--- config.mk ---
export PLATFORM = sky130hd
export DESIGN_NAME = pm32
export DESIGN_NICKNAME = d
export VERILOG_FILES = /design/src/rtl/pm32.sv
export SDC_FILE = /design/constraint.sdc
export NUM_CORES = 2
export LEC_CHECK = 0
export BUFFER_PORTS_ARGS = -buffer_cell sky130_fd_sc_hd__buf_2
export CAP_MARGIN = 20
export CORE_AREA = 2 2 259 287
export DETAILED_ROUTE_END_ITERATION = 8
export DIE_AREA = 0 0 261 289
export PLACE_DENSITY = 0.92
export SETUP_SLACK_MARGIN = 0.3
export SYNTH_ARGS = -nofsm -noshare
export SYNTH_HDL_FRONTEND = slang
export SYNTH_SLANG_ARGS = --single-unit
--- constraint.sdc ---
create_clock -name clk -period 14.95 [get_ports clk]
set_clock_uncertainty 0.1 [all_clocks]
set_input_delay 2.99 -clock clk [delete_from_list [all_inputs] [get_ports clk]]
set_output_delay 2.99 -clock clk [all_outputs]
set_load 0.02 [all_outputs]
--- src/rtl/pm32.sv ---
// rtl/pm32.sv - 3-stage pipelined 32x32->64 multiplier built from four 16x16 partial products.
// Optional macro PM32_SIGNED_EN switches operands and product to two's complement.
module pm32 (
  input  logic        clk,
  input  logic        rst_n,
  input  logic        in_valid,
  input  logic [31:0] a,
  input  logic [31:0] b,
  output logic        out_valid,
  output logic [63:0] c
);

`ifdef PM32_SIGNED_EN
  localparam logic SIGNED_MODE = 1'b1;
`else
  localparam logic SIGNED_MODE = 1'b0;
`endif

  // Stage 1: operand capture
  logic [31:0] a_q, b_q;
  logic        v1_q;

  always_ff @(posedge clk or negedge rst_n) begin
    if (!rst_n) begin
      a_q  <= '0;
      b_q  <= '0;
      v1_q <= 1'b0;
    end else begin
      v1_q <= in_valid;
      if (in_valid) begin
        a_q <= a;
        b_q <= b;
      end
    end
  end

  // Halves are widened to 17-bit signed so one datapath serves both modes:
  // the upper half's extra bit is its sign in signed mode and zero otherwise.
  logic signed [16:0] a_lo, a_hi, b_lo, b_hi;
  logic signed [33:0] a_lo_x, a_hi_x, b_lo_x, b_hi_x;
  logic signed [33:0] pp_ll_d, pp_lh_d, pp_hl_d, pp_hh_d;

  assign a_lo   = {1'b0, a_q[15:0]};
  assign b_lo   = {1'b0, b_q[15:0]};
  assign a_hi   = {SIGNED_MODE & a_q[31], a_q[31:16]};
  assign b_hi   = {SIGNED_MODE & b_q[31], b_q[31:16]};
  assign a_lo_x = 34'(a_lo);
  assign a_hi_x = 34'(a_hi);
  assign b_lo_x = 34'(b_lo);
  assign b_hi_x = 34'(b_hi);

  assign pp_ll_d = a_lo_x * b_lo_x;
  assign pp_lh_d = a_lo_x * b_hi_x;
  assign pp_hl_d = a_hi_x * b_lo_x;
  assign pp_hh_d = a_hi_x * b_hi_x;

  // Stage 2: partial products
  logic signed [33:0] pp_ll_q, pp_lh_q, pp_hl_q, pp_hh_q;
  logic               v2_q;

  always_ff @(posedge clk or negedge rst_n) begin
    if (!rst_n) begin
      pp_ll_q <= '0;
      pp_lh_q <= '0;
      pp_hl_q <= '0;
      pp_hh_q <= '0;
      v2_q    <= 1'b0;
    end else begin
      v2_q <= v1_q;
      if (v1_q) begin
        pp_ll_q <= pp_ll_d;
        pp_lh_q <= pp_lh_d;
        pp_hl_q <= pp_hl_d;
        pp_hh_q <= pp_hh_d;
      end
    end
  end

  logic signed [63:0] mid_sum;
  logic signed [63:0] c_d;

  assign mid_sum = 64'(pp_lh_q) + 64'(pp_hl_q);
  assign c_d     = (64'(pp_hh_q) <<< 32) + (mid_sum <<< 16) + 64'(pp_ll_q);

  // Stage 3: c only moves on a valid slot, so it holds through bubbles
  logic [63:0] c_q;
  logic        v3_q;

  always_ff @(posedge clk or negedge rst_n) begin
    if (!rst_n) begin
      c_q  <= '0;
      v3_q <= 1'b0;
    end else begin
      v3_q <= v2_q;
      if (v2_q) begin
        c_q <= c_d;
      end
    end
  end

  assign c         = c_q;
  assign out_valid = v3_q;

endmodule

==> out/metrics.csv <==
metric,value,unit
grt_pass1_wl,213000,microns
final_max_slew_viol_count,0,
hold_ws,0.390,ns
path_max_fanout,33,
wl,133000,microns
clk_latency,0.58,ns
cts_setup_buffers,0,
setup-tns-final,0,ns
clock_sinks,259,
dieWidth,261,microns
clk_path_buf_depth,3,
synth_seq_cells,259,
cts_tree,done,
crit_type,reg2reg,
place_congestion,1.00,
ctsResizeCount,0,
routed_via_density,6.16,
synth_area_per_cell,9.31,sq um
clk_pin_slew_worst_paths,0.07,ns
dp_hpwl,95900,microns
first_pass_iters,8,
areaGrowthSynthToFinish,5.54,%
period_minus_slack,7.09,ns
netlist_area,46700,sq um
fin_area,49300,sq um
postCtsHoldBufs,0,
grt_max_degree,164,
yosys_most_used_dff,dfrtp_1,
grt_overflow,0,
layout_commonest_cell,inv_1,
end_kind,flip-flop,
required,15.32,ns
hold_path.class,reg2reg,
relSlewSlack,0.225,
arrival,7.46,ns
clock.fmax,141,MHz
syn-num-nets,6346,
core.rowCount,104,
finalSetupViolCount,0,
routedWlPerCell,22.2,microns
clock-root-buffer,clkbuf_16,
start_util,0.643,
track_usage,0.368,
placed_area,48200,sq um
fin_crit_sh,0.474,
synth_edf_count,0,
worst_pin_slew,1.15,ns
final_nets,6332,
grt_pass1_vias,40570,
die_y,289,microns
port_buffers,131,
synth_cell_types,78,
drive_gt1_frac,0.0951,
cts_max_level,2,
rsz0062_at_grt,false,
synthCells,5020,
hold_viol_final,0,
drc,0,
die-area,75400,sq um
startpoint_type,flip-flop,
layout_common_cells,"inv_1 (914), fa_1 (778), nand2_1 (664), ha_1 (481), and2_1 (477)",
synth-async-reset-ratio,1.00,
cts_buffers,34,
synth-seq-area-share,0.139,
io-pin-count,132,
antenna_left,0,
yosys_warnings,0,
num_vias,36837,
antenna_found_initial,8,
status,completed,
drt_iter0_drc,3128,
core,72600,sq um
drv_cap,0,
[kinds of logic (layout without fill, tap and decap cells)]
logic type,Yosys count,count (layout),share of synthesized area
XOR/XNOR,171,171,0.0321
buffers and inverters,1166,1171,0.0938
AND/OR/NAND/NOR,1405,1405,0.147
adder cells (fa/ha/maj),1259,1259,0.462
AO/OA/AOI/OAI,561,561,0.0782
flip-flops,259,259,0.139
other,0,1,0
multiplexers,199,199,0.0479
[through the flow]
step | setup WS (ns) | util | std cells
after floorplan | 8.63 | - | 5020
after global placement | 7.97 | 0.663 | 5921
after detailed placement | 7.94 | 0.663 | 5921
after CTS | 7.93 | 0.678 | 5976
after global routing | 7.53 | 0.679 | 5979
final | 7.86 | 0.679 | 5980
[synth_stat cells, drive strengths merged, types with 18 or more instances]
| library cell | n | area, sq um |
|---|---|---|
| a31oi | 20 | 146 |
| nand2b | 18 | 113 |
| inv | 914 | 3430 |
| nor2 | 89 | 334 |
| dfrtp | 259 | 6480 |
| nand2 | 665 | 2500 |
| xnor2 | 119 | 1040 |
| o31ai | 19 | 143 |
| mux2 | 198 | 2230 |
| ha | 481 | 6020 |
| and2 | 477 | 2980 |
| o21ai | 85 | 429 |
| a21oi | 188 | 945 |
| xor2 | 52 | 455 |
| nor3 | 24 | 120 |
| fa | 778 | 15600 |
| o21bai | 30 | 225 |
| a21o | 102 | 766 |
| clkbuf | 244 | 916 |
| a211oi | 21 | 163 |
| nand4 | 32 | 200 |
| nand3 | 39 | 195 |
[final cells by class]
cell class                      count  area (sq um)
Fill cell                        5131         23300
Inverter                          915          3430
Tap cell                          954          1190
Multi-Input combinational cell   3595         35900
Antenna cell                        1          2.50
Clock inverter                     13           154
Timing Repair Buffer              201          1220
Sequential cell                   259          6490
Clock buffer                       42           952
[worst max-delay path, stage by stage (launching register included)]
cell       delay, ns
dfrtp_1         1.04
and2_1          0.27
fa_1            0.42
inv_1           0.07
fa_1            0.43
fa_1            0.50
fa_1            0.55
inv_1           0.05
fa_1            0.48
inv_1           0.05
fa_1            0.47
inv_1           0.04
ha_1            0.31
a211oi_2        0.27
nand2b_1        0.15
a2111oi_4       0.39
o41ai_1         0.20
a211o_1         0.35
a31oi_1         0.29
o21bai_1        0.11
xor2_1          0.15
mux2_2          0.26
[path summary, 6_finish.rpt]
path                                 start          end  slack, ns  cells past startpoint
worst min-delay path            pp_ll_q[1]         c[1]       0.39                      1
max in group asynchronous            rst_n         v2_q      10.79                      2
worst max-delay path               b_q[21]  pp_lh_q[26]       7.86                     21
worst min register to register  pp_ll_q[1]         c[1]       0.39                      1
min in group asynchronous            rst_n       a_q[4]       2.40                      1
worst max register to register     b_q[21]  pp_lh_q[26]       7.86                     21
[registers in the layout, summed over array words and instances (netlist names)]
register   count
v2_q           1
c             64
pp_hh_q       32
v1_q           1
pp_ll_q       32
b_q           32
out_valid      1
a_q           32
pp_lh_q       32
pp_hl_q       32
[layer usage]
metal,track usage,vias up,wire [microns]
li1,-,15618,-
met1,0.407,18030,42700
met2,0.608,2346,61900
met3,0.0955,833,15100
met4,0.282,10,12900
met5,0,-,66
Power is not shown: default switching activity piles up to over one toggle a cycle in this logic, so the estimate is an artifact.
